`config.mk`:
```
export PLATFORM = sky130hd
export DESIGN_NAME = lcd_ctrl_flat
export DESIGN_NICKNAME = d
export VERILOG_FILES = /design/src/rtl/lcd_pkg.sv /design/src/rtl/lcd_if.sv /design/src/rtl/lcd_fifo.sv /design/src/rtl/lcd_ctrl.sv /design/src/flat_wrapper.sv
export SDC_FILE = /design/constraint.sdc
export NUM_CORES = 1
export LEC_CHECK = 0
export CAP_MARGIN = 20
export CORE_UTILIZATION = 50
export DETAILED_ROUTE_END_ITERATION = 7
export DONT_BUFFER_PORTS = 1
export PLACE_DENSITY = 0.77
export SLEW_MARGIN = 20
export SYNTH_ARGS = -nofsm -noshare
export SYNTH_HDL_FRONTEND = slang
export SYNTH_SLANG_ARGS = --single-unit
```
`constraint.sdc`:
```
create_clock -name i_clk -period 1.9 [get_ports i_clk]
set_input_delay 0.38 -clock i_clk [delete_from_list [all_inputs] [get_ports i_clk]]
set_output_delay 0.38 -clock i_clk [all_outputs]
set_load 0.02 [all_outputs]
```
`src/rtl/lcd_pkg.sv`:
```
// Shared types and constants for the HD44780 write controller.
package lcd_pkg;

   localparam int unsigned RS_BIT   = 8;
   localparam int unsigned WR_W     = 9;
   localparam int unsigned INIT_LEN = 4;
   localparam int unsigned IDX_W    = $clog2(INIT_LEN);

   typedef enum logic [2:0] {PWRUP, SETUP, EN_HI, WAIT, IDLE} state_e;

   // One LCD write: register select on top of the byte, matching the LSU word layout.
   typedef struct packed {
      logic       rs;
      logic [7:0] data;
   } lcd_wr_t;

   localparam logic [7:0] INIT_CMDS [INIT_LEN] = '{8'h38, 8'h0C, 8'h01, 8'h06};

   localparam logic [7:0] CMD_CLEAR    = 8'h01;
   localparam logic [7:0] CMD_HOME     = 8'h02;
   localparam logic [7:0] CMD_HOME_ALT = 8'h03;

   function automatic int unsigned max_u(input int unsigned a, input int unsigned b);
      return (a > b) ? a : b;
   endfunction

   // Clear and return-home need the long post-write wait.
   function automatic logic is_long_cmd(input lcd_wr_t w);
      logic [WR_W-1:0] raw;
      raw = w;
      return !raw[RS_BIT] && (w.data == CMD_CLEAR || w.data == CMD_HOME || w.data == CMD_HOME_ALT);
   endfunction

endpackage

```
`src/rtl/lcd_if.sv`:
```
// Write-side handshake between the LSU LCD register and the LCD controller.
interface lcd_if;
   import lcd_pkg::*;

   logic    wr_vld;
   lcd_wr_t wr_data;
   logic    wr_rdy;
   logic    busy;
   logic    init_done;

   modport master (output wr_vld, wr_data, input wr_rdy, busy, init_done);
   modport slave  (input wr_vld, wr_data, output wr_rdy, busy, init_done);

endinterface

```
`src/rtl/lcd_fifo.sv`:
```
// Circular write buffer for the LCD controller; DEPTH must be a power of two >= 2.
module lcd_fifo
   import lcd_pkg::*;
#(
   parameter int unsigned DEPTH = 4,
   localparam int unsigned PTR_W = $clog2(DEPTH),
   localparam int unsigned CNT_W = $clog2(DEPTH) + 1
) (
   input  logic             clk,
   input  logic             rst_n,
   input  logic             push,
   input  logic             pop,
   input  lcd_wr_t          din,
   output lcd_wr_t          head_c,
   output logic             full_c,
   output logic             empty_c,
   output logic [CNT_W-1:0] count
);

   logic [PTR_W-1:0] rd_ptr;
   logic [PTR_W-1:0] wr_ptr;
   lcd_wr_t          mem [DEPTH];

   // Pointers wrap naturally because DEPTH is a power of two.
   always_ff @(posedge clk or negedge rst_n) begin
      if (!rst_n) begin
         rd_ptr <= '0;
         wr_ptr <= '0;
         count  <= '0;
      end else begin
         if (push) wr_ptr <= wr_ptr + PTR_W'(1);
         if (pop)  rd_ptr <= rd_ptr + PTR_W'(1);
         count <= count + CNT_W'(push) - CNT_W'(pop);
      end
   end

   always_ff @(posedge clk) begin
      if (push) mem[wr_ptr] <= din;
   end

   assign head_c  = mem[rd_ptr];
   assign full_c  = (count == CNT_W'(DEPTH));
   assign empty_c = (count == '0);

endmodule

```
`src/rtl/lcd_ctrl.sv`:
```
// HD44780 write controller: power-up init, buffered writes, timed EN strobes.
// Define LCD_FIFO_EN for a FIFO_DEPTH-entry buffer; otherwise a single holding register.
module lcd_ctrl
   import lcd_pkg::*;
#(
   parameter int unsigned INIT_WAIT_CYCLES  = 750000,
   parameter int unsigned SETUP_CYCLES      = 2,
   parameter int unsigned E_PULSE_CYCLES    = 12,
   parameter int unsigned CMD_WAIT_CYCLES   = 1850,
   parameter int unsigned CLEAR_WAIT_CYCLES = 76000,
   parameter int unsigned FIFO_DEPTH        = 4
) (
   input  logic       i_clk,
   input  logic       i_rst_n,
   lcd_if.slave       wr,
   output logic       o_lcd_on,
   output logic       o_lcd_rs,
   output logic       o_lcd_rw,
   output logic       o_lcd_en,
   output logic [7:0] o_lcd_data
);

   localparam int unsigned MAX_CYC = max_u(max_u(INIT_WAIT_CYCLES, CLEAR_WAIT_CYCLES),
                                           max_u(CMD_WAIT_CYCLES, max_u(SETUP_CYCLES, E_PULSE_CYCLES)));
   localparam int unsigned CNT_W = $clog2(MAX_CYC) + 1;
   localparam int unsigned OCC_W = $clog2(FIFO_DEPTH) + 1;
`ifdef LCD_FIFO_EN
   localparam int unsigned CAP = FIFO_DEPTH;
`else
   localparam int unsigned CAP = 1;
`endif

   state_e           state, state_nxt;
   logic [CNT_W-1:0] cnt, cnt_nxt;
   logic [IDX_W-1:0] idx, idx_nxt;
   lcd_wr_t          cur, cur_nxt;
   logic             init_done_q, init_done_nxt;
   logic             rdy_q, busy_q;
   logic             push, pop;
   logic             full_c, empty_c;
   lcd_wr_t          head_c;
   logic [OCC_W-1:0] occ, occ_nxt;
   logic             full_nxt;

   assign push = wr.wr_vld && rdy_q && !full_c;

`ifdef LCD_FIFO_EN
   lcd_fifo #(.DEPTH(FIFO_DEPTH)) u_fifo (
      .clk     (i_clk),
      .rst_n   (i_rst_n),
      .push    (push),
      .pop     (pop),
      .din     (wr.wr_data),
      .head_c  (head_c),
      .full_c  (full_c),
      .empty_c (empty_c),
      .count   (occ)
   );
`else
   lcd_wr_t hold;
   logic    hold_vld;

   // Single-entry buffer; push and pop never coincide because push needs it empty.
   always_ff @(posedge i_clk or negedge i_rst_n) begin
      if (!i_rst_n) begin
         hold     <= '0;
         hold_vld <= 1'b0;
      end else if (push) begin
         hold     <= wr.wr_data;
         hold_vld <= 1'b1;
      end else if (pop) begin
         hold_vld <= 1'b0;
      end
   end

   assign head_c  = hold;
   assign full_c  = hold_vld;
   assign empty_c = !hold_vld;
   assign occ     = OCC_W'(hold_vld);
`endif

   // Look-ahead occupancy so the registered ready never over-accepts.
   assign occ_nxt  = occ + OCC_W'(push) - OCC_W'(pop);
   assign full_nxt = (occ_nxt == OCC_W'(CAP));

   always_comb begin
      state_nxt     = state;
      cnt_nxt       = cnt + CNT_W'(1);
      idx_nxt       = idx;
      cur_nxt       = cur;
      init_done_nxt = init_done_q;
      pop           = 1'b0;
      case (state)
         PWRUP: if (cnt == CNT_W'(INIT_WAIT_CYCLES - 1)) begin
            state_nxt = SETUP;
            cnt_nxt   = '0;
            idx_nxt   = '0;
            cur_nxt   = {1'b0, INIT_CMDS[0]};
         end
         SETUP: if (cnt == CNT_W'(SETUP_CYCLES - 1)) begin
            state_nxt = EN_HI;
            cnt_nxt   = '0;
         end
         EN_HI: if (cnt == CNT_W'(E_PULSE_CYCLES - 1)) begin
            state_nxt = WAIT;
            cnt_nxt   = '0;
         end
         WAIT: if (cnt == (is_long_cmd(cur) ? CNT_W'(CLEAR_WAIT_CYCLES - 1) : CNT_W'(CMD_WAIT_CYCLES - 1))) begin
            cnt_nxt = '0;
            if (init_done_q) begin
               state_nxt = IDLE;
            end else if (idx == IDX_W'(INIT_LEN - 1)) begin
               init_done_nxt = 1'b1;
               state_nxt     = IDLE;
            end else begin
               idx_nxt   = idx + IDX_W'(1);
               cur_nxt   = {1'b0, INIT_CMDS[idx + IDX_W'(1)]};
               state_nxt = SETUP;
            end
         end
         IDLE: begin
            cnt_nxt = '0;
            if (!empty_c) begin
               pop       = 1'b1;
               cur_nxt   = head_c;
               state_nxt = SETUP;
            end
         end
         default: begin
            state_nxt = PWRUP;
            cnt_nxt   = '0;
         end
      endcase
   end

   always_ff @(posedge i_clk or negedge i_rst_n) begin
      if (!i_rst_n) begin
         state       <= PWRUP;
         cnt         <= '0;
         idx         <= '0;
         cur         <= '0;
         init_done_q <= 1'b0;
         rdy_q       <= 1'b0;
         busy_q      <= 1'b0;
         o_lcd_on    <= 1'b0;
         o_lcd_en    <= 1'b0;
      end else begin
         state       <= state_nxt;
         cnt         <= cnt_nxt;
         idx         <= idx_nxt;
         cur         <= cur_nxt;
         init_done_q <= init_done_nxt;
         rdy_q       <= init_done_nxt && !full_nxt;
         busy_q      <= (state_nxt != IDLE) || (occ_nxt != '0);
         o_lcd_on    <= 1'b1;
         o_lcd_en    <= (state_nxt == EN_HI);
      end
   end

   assign wr.wr_rdy    = rdy_q;
   assign wr.busy      = busy_q;
   assign wr.init_done = init_done_q;
   assign o_lcd_rs     = cur.rs;
   assign o_lcd_data   = cur.data;
   assign o_lcd_rw     = 1'b0;

endmodule

```
`src/flat_wrapper.sv`:
```
// flat-port wrapper written by rule: the top's interface ports become plain ports
module lcd_ctrl_flat import lcd_pkg::*;
#(
   parameter int unsigned INIT_WAIT_CYCLES  = 750000,
   parameter int unsigned SETUP_CYCLES      = 2,
   parameter int unsigned E_PULSE_CYCLES    = 12,
   parameter int unsigned CMD_WAIT_CYCLES   = 1850,
   parameter int unsigned CLEAR_WAIT_CYCLES = 76000,
   parameter int unsigned FIFO_DEPTH        = 4
)
  (i_clk, i_rst_n, o_lcd_on, o_lcd_rs, o_lcd_rw, o_lcd_en, o_lcd_data, wr_wr_vld, wr_wr_data, wr_wr_rdy, wr_busy, wr_init_done);
  lcd_if wr_i ();
  input  logic i_clk;
  input  logic i_rst_n;
  output logic o_lcd_on;
  output logic o_lcd_rs;
  output logic o_lcd_rw;
  output logic o_lcd_en;
  output logic [7:0] o_lcd_data;
  input wire logic [$bits(wr_i.wr_vld)-1:0] wr_wr_vld;
  input wire logic [$bits(wr_i.wr_data)-1:0] wr_wr_data;
  output wire logic [$bits(wr_i.wr_rdy)-1:0] wr_wr_rdy;
  output wire logic [$bits(wr_i.busy)-1:0] wr_busy;
  output wire logic [$bits(wr_i.init_done)-1:0] wr_init_done;
  assign wr_i.wr_vld = wr_wr_vld;
  assign wr_i.wr_data = wr_wr_data;
  assign wr_wr_rdy = wr_i.wr_rdy;
  assign wr_busy = wr_i.busy;
  assign wr_init_done = wr_i.init_done;
  lcd_ctrl #(.INIT_WAIT_CYCLES(INIT_WAIT_CYCLES), .SETUP_CYCLES(SETUP_CYCLES), .E_PULSE_CYCLES(E_PULSE_CYCLES), .CMD_WAIT_CYCLES(CMD_WAIT_CYCLES), .CLEAR_WAIT_CYCLES(CLEAR_WAIT_CYCLES), .FIFO_DEPTH(FIFO_DEPTH)) u_core (.i_clk(i_clk), .i_rst_n(i_rst_n), .wr(wr_i), .o_lcd_on(o_lcd_on), .o_lcd_rs(o_lcd_rs), .o_lcd_rw(o_lcd_rw), .o_lcd_en(o_lcd_en), .o_lcd_data(o_lcd_data));
endmodule
```
Yosys cells after proc, flatten, opt, wreduce, memory -nomap -nowiden

Index checks and enable logic that the tools add are counted.

$add $sub $neg: 4
Multipliers: 0
Divide/modulo/power cells: 0
Magnitude comparators: 1
Eq/ne operators: 20
Shift operators: 0
Multiplexer cells: 36
Bitwise operators: 1
Reduce and logical (&&, ||, !) cells: 17

Operators with widths:

| kind                                                  | count |
|---|---|
| two-way mux 21 bit                                    | 4 |
| case mux 21 bit (4 select lines)                      | 1 |
| two-way mux 9 bit                                     | 5 |
| case mux 9 bit (3 select lines)                       | 1 |
| adder 21 x 1 -> 21 bit, second input constant         | 1 |
| equality test 21 x 1 -> 1 bit, second input constant  | 1 |
| equality test 21 x 20 -> 1 bit, second input constant | 1 |
| equality test 21 bit                                  | 1 |
| equality test 21 x 4 -> 1 bit, second input constant  | 1 |
| two-way mux 3 bit                                     | 7 |
| two-way mux 17 bit                                    | 1 |
| binary-select mux 8 bit (select 2 bit)                | 1 |
| equality test 8 x 2 -> 1 bit, second input constant   | 2 |
| two-way mux 8 bit                                     | 2 |
| case mux 3 bit (5 select lines)                       | 1 |
| equality test 3 x 2 -> 1 bit, second input constant   | 3 |
| equality test 8 x 1 -> 1 bit, second input constant   | 1 |
| two-way mux 1 bit                                     | 8 |
| two-way mux 2 bit                                     | 4 |
| equality test 3 x 1 -> 1 bit, second input constant   | 2 |
| inequality test 2 x 1 -> 1 bit, second input constant | 3 |
| AND reduction 6 bit                                   | 1 |
| nonzero test 3 bit                                    | 2 |
| AND reduction 5 bit                                   | 1 |
| 15 further kinds                                      | 24 |

Bits in registers: 50
Latch bits: 0
Memory bits (writable): 0
Memory bits (read-only): 0
Logic and storage cells: 92
Memories kept: 0

Depth between registers and ports, before layout

Depth after elaboration: 10
Mapped depth: 8

Worst setup path before layout

OpenSTA, ideal clock, no wires.

Path type: reg2reg
From: register u_core.cur (netlist bit u_core.o_lcd_data[5])
To: register u_core.cur (netlist bit u_core.o_lcd_data[0])
Library setup time: 125 ps
Data arrival time: 1,823 ps
Required time: 1,775 ps
Slack: -47 ps
Stages on the path, launching flop included: 7
Path buffers: 0
Path through: dfrtp_1 nor4_1 o211ai_1 mux2i_2 nand4_1 nand3_2 mux2_2

Word-level cells in the longest chain between the ends: 8
Elaborated cells on any way between the ends: 10
Classes of those cells: eq/ne (5); mux (1); reduce/logical (4)

RTL lines:

| element                                                                             | line            | text |
|---|---|---|
| from (decl)                                                                         | lcd_ctrl.sv:36  | `lcd_wr_t cur, cur_nxt;` |
| from (signal assigned)                                                              | lcd_ctrl.sv:151 | `cur <= cur_nxt;` |
| equality test 8 x 1 -> 1 bit / equality test 8 x 2 -> 1 bit (equally long branches) | lcd_pkg.sv:31   | `return !raw[RS_BIT] && (w.data == CMD_CLEAR \|\| w.data == CMD_HOME \|\| w.data == CMD_HOME_ALT);` |
| logical OR 1 bit                                                                    | lcd_pkg.sv:31   |  |
| logical OR 1 bit *                                                                  | lcd_pkg.sv:31   |  |
| logical AND 1 bit *                                                                 | lcd_pkg.sv:31   |  |
| two-way mux 17 bit *                                                                | lcd_ctrl.sv:108 | `WAIT: if (cnt == (is_long_cmd(cur) ? CNT_W'(CLEAR_WAIT_CYCLES - 1) : CNT_W'(CMD_WAIT_CYCLES - 1))) begin` |
| equality test 21 bit *                                                              | lcd_ctrl.sv:108 |  |
| inequality test 2 x 1 -> 1 bit (no line) *                                          | -               |  |
| AND reduction 6 bit (no line) *                                                     | -               |  |

Every way passes the cells marked *; elsewhere a longest branch is shown, timed or not.
A chain may end at the register's enable or synchronous reset.

Final worst setup path

From: register u_core.cnt[11]
To: register u_core.cur (netlist bit u_core.o_lcd_data[2])

Word-level cells in the longest chain between the ends: 3
Elaborated cells on any way between the ends: 5
Classes of those cells: eq/ne (4); reduce/logical (1)

RTL lines:

| element                                                                       | line                            | text |
|---|---|---|
| from (decl)                                                                   | lcd_ctrl.sv:34                  | `logic [CNT_W-1:0] cnt, cnt_nxt;` |
| from (signal assigned)                                                        | lcd_ctrl.sv:149                 | `cnt <= cnt_nxt;` |
| equality test 21 bit / equality test 21 x 20 -> 1 bit (equally long branches) | lcd_ctrl.sv:108, lcd_ctrl.sv:94 |  |
| inequality test 2 x 1 -> 1 bit (no line)                                      | -                               |  |
| AND reduction 6 bit (no line) *                                               | -                               |  |

Marked as above.

==> flow_metrics.tcl <==
set metrics [dict create \
    cellPowerDensity_nw_per_um2 534 \
    clockBufferDepth 2 \
    synth_top_cell_area_share 0.482 \
    ctsHtreeMaxLevel 2 \
    rows 25 \
    hold_viol 0 \
    initialDrtViolationCount 130 \
    drive_gt1_frac 0.351 \
    cts_tree "done" \
    ys.flop_type "dfrtp_1" \
    grt_pass1_vias 2038 \
    antenna_found_initial 0 \
    first_pass_iters 4 \
    path_delay_family "simple AND/OR/NAND/NOR gates" \
    synth_edf_count 0 \
    min_from "wr_wr_data[5]" \
    dp_hpwl_mm 4.31 \
    dp_slack_ns -0.0562 \
    cts_root_buffer "clkbuf_8" \
    violations "setup timing" \
    worstPathCellList "nor4bb_2 -> nand4_1 -> mux2i_2 -> nand4_1 -> nand3_4 -> mux2_4" \
    crit_top_cell "nand4_1" \
    avgSynthCellArea_um2 10.3 \
    cap_violations 0 \
    portBuffers 0 \
    holdWs_ns 0.210 \
    num-fill-cells 366 \
    worstPathArrival_ns 2.20 \
    die_w_um 74.1 \
    syn_area_um2 2600 \
    fin_skew_ns 0.0135 \
    ys_seq_area_frac 0.482 \
    synth_top_area_cell "dfrtp_1" \
    core_area_um2 4850 \
    ys_ff_latch 50 \
    area_growth_pct 26.7 \
    gp_congestion 0.909 \
    setup_ws_ns -0.104 \
    totalWireLength_mm 6.12 \
    rr_worst_depth 6 \
    wl_per_cell_um 16.5 \
    post-route-min-period_ns 2.00 \
    status "finished with violations" \
    fmax_mhz 499 \
    hp-class "primary input to flip-flop" \
    insertion_delay_ns 0.31 \
    fin_nets 322 \
    syn-num-nets 269 \
    path_buf_inv 0 \
    synth_area_leaders "dfrtp_1 (48%), mux2_2 (5.2%), nor2_1 (4.8%)" \
    min_to "u_core.head_c[5]$_DFFE_PN0P_" \
    required_ns 2.09 \
    die_area_um2 5490 \
    holdPathStages 1 \
    synth.distinct_cells 48 \
    vias 2065 \
    finalSetupViolations 29 \
    timing.rr.end "u_core.o_lcd_data[2]$_DFFE_PN0P_" \
    p_leak_nw 1.57 \
    drv_slew 0 \
    cts.clk_slew.worst_paths_ns 0.11 \
    gr-total-overflow 0 \
    finalCoreUtilization 0.679 \
    grt_start_max_net_pins 51 \
    cp_slowest_cell "dfrtp_2" \
    drc 0 \
    start_util 0.536 \
    grt_use_total 0.241 \
    vdd_drop_max_mv 0.488 \
    viasPerCell 5.55 \
    cts_buffers 5 \
    clock-sinks 50 \
    die_y_um 74.1 \
    cp_max_fo 6 \
    slowest_delay_ns 0.48 \
    fin_tns_setup_ns -1.61 \
    ioPinCount 27 \
    crit_type "flip-flop to flip-flop" \
    rsz0062_at_grt "yes" \
    ant_nets 0 \
    period_share 1.05 \
    syn-instance-count 251 \
    grt_pass1_wl_mm 9.87 \
    ff2ff_setup_slack_ns -0.10 \
    async_flop_share 1.00 \
    n_antenna_cell 0 \
    crit_path_end_kind "flip-flop" \
    synth_warnings 0 \
    worst_setup_path_start_kind "flip-flop" \
    r2r_start "u_core.cnt[11]$_DFF_PN0_" \
]
how the worst max path moves through the flow:
stage                                           from  cells past startpoint                          endpoint
floorplan           u_core.o_lcd_data[2]$_DFFE_PN0P_                      6  u_core.o_lcd_data[2]$_DFFE_PN0P_
global placement             u_core.cnt[8]$_DFF_PN0_                      6  u_core.o_lcd_data[2]$_DFFE_PN0P_
detailed placement           u_core.cnt[5]$_DFF_PN0_                      7          u_core.wr.busy$_DFF_PN0_
CTS                          u_core.cnt[5]$_DFF_PN0_                      6  u_core.o_lcd_data[2]$_DFFE_PN0P_
global route                 u_core.cnt[8]$_DFF_PN0_                      6  u_core.o_lcd_data[0]$_DFFE_PN0P_
finish                      u_core.cnt[11]$_DFF_PN0_                      6  u_core.o_lcd_data[2]$_DFFE_PN0P_
repair_timing:
| action | 4_1_cts | 5_1_grt |
|---|---|---|
| setup endpoints to repair | 31 | 36 |
| cloned | 0 | 0 |
| resized for setup | 9 | 15 |
| buffers inserted | 0 | 3 |
| hold buffers | 2 | 0 |
| pin swaps | 4 | 13 |
| hold endpoints to repair | 50 | 0 |
layout make-up:
cell class / count / area, µm² / area share
multi-input combinational: 181 / 1340 / 0.408
sequential: 50 / 1260 / 0.383
timing repair buffer: 59 / 485 / 0.148
tap: 67 / 83.8 / 0.0255
clock buffer: 5 / 68.8 / 0.0209
clock inverter: 3 / 26.3 / 0.00798
inverter: 7 / 26.3 / 0.00798
routing by layer:
layer | vias to the layer above | global-route usage | wire length [µm]
met5 | - | 0 | 0
met2 | 52 | 0.372 | 2950
li1 | 975 | - | -
met1 | 1029 | 0.344 | 2840
met3 | 9 | 0.0488 | 258
met4 | 0 | 0.0726 | 75
worst reg2reg max path: cells and delay by family, from the launching register on:
kind | cells | cell delay, ns
DFF | 1 | 0.48
muxes | 2 | 0.58
and+or+nand+nor | 4 | 0.84
logic make-up after synthesis:
| family | synth area share |
|---|---|
| AND/OR/NAND/NOR | 0.230 |
| flip-flops | 0.482 |
| AO/OA/AOI/OAI | 0.0694 |
| buffers and inverters | 0.0429 |
| XOR/XNOR | 0.0641 |
| multiplexers | 0.0804 |
| adder cells (fa/ha/maj) | 0.0289 |
| other | 0.00289 |
where the power goes:
group / switching (W) / internal, W / total (W)
clock: 0.000388 / 0.000272 / 0.000659
sequential: 0.00000187 / 0.00106 / 0.00107
combinational: 0.0000230 / 0.00000753 / 0.0000305
cell usage in the layout (no fill, tap or decap), types with 2 or more instances in the layout:
master,synthesis,layout
clkbuf_8,0,5
inv_6,0,2
buf_6,3,2
a22o_1,2,2
mux2i_1,6,6
conb_1,2,2
and4_1,2,2
dfrtp_2,0,6
nor2_1,33,29
ha_1,6,6
nor4_4,1,3
inv_1,7,7
a21oi_1,2,2
nand2_1,27,26
nor3_2,0,2
mux2_2,12,9
nor4_1,4,3
o22ai_1,3,3
and3_1,6,6
xor2_1,10,10
nand3_1,13,13
mux2_4,0,3
buf_4,2,54
nand3b_1,2,2
and2_1,2,2
dfrtp_1,50,44
o31ai_1,3,2
nor4_2,3,2
nor2_2,0,4
nand4_1,7,7
xnor2_1,9,9
nand4b_1,2,2
registers in the layout, summed over array words and instances (netlist names), 2 cells and up:
register           count
u_core.cnt            21
u_core.head_c          9
u_core.o_lcd_data      8
u_core.state           3
u_core.idx             2
synth_stat cells (3+ instances only):
master / count
o31ai_1: 3
clkbuf_1: 3
nor4_1: 4
nor2_1: 33
mux2_2: 12
buf_6: 3
nor3_1: 4
nand4_1: 7
ha_1: 6
xor2_1: 10
and3_1: 6
mux2i_1: 6
nand2_1: 27
xnor2_1: 9
nand3_1: 13
inv_1: 7
dfrtp_1: 50
o22ai_1: 3
buf_2: 3
nor4_2: 3
stage by stage:
stage          area (µm²)  instances  total power [W]
2_1_floorplan        2620        251          0.00109
3_3_place_gp         3040        360          0.00109
3_5_place_dp         3040        360          0.00109
4_1_cts              3210        370          0.00177
5_1_grt              3290        372          0.00182
6_report             3290        372          0.00176
No activity file was read; power rests on OpenSTA's default activity.
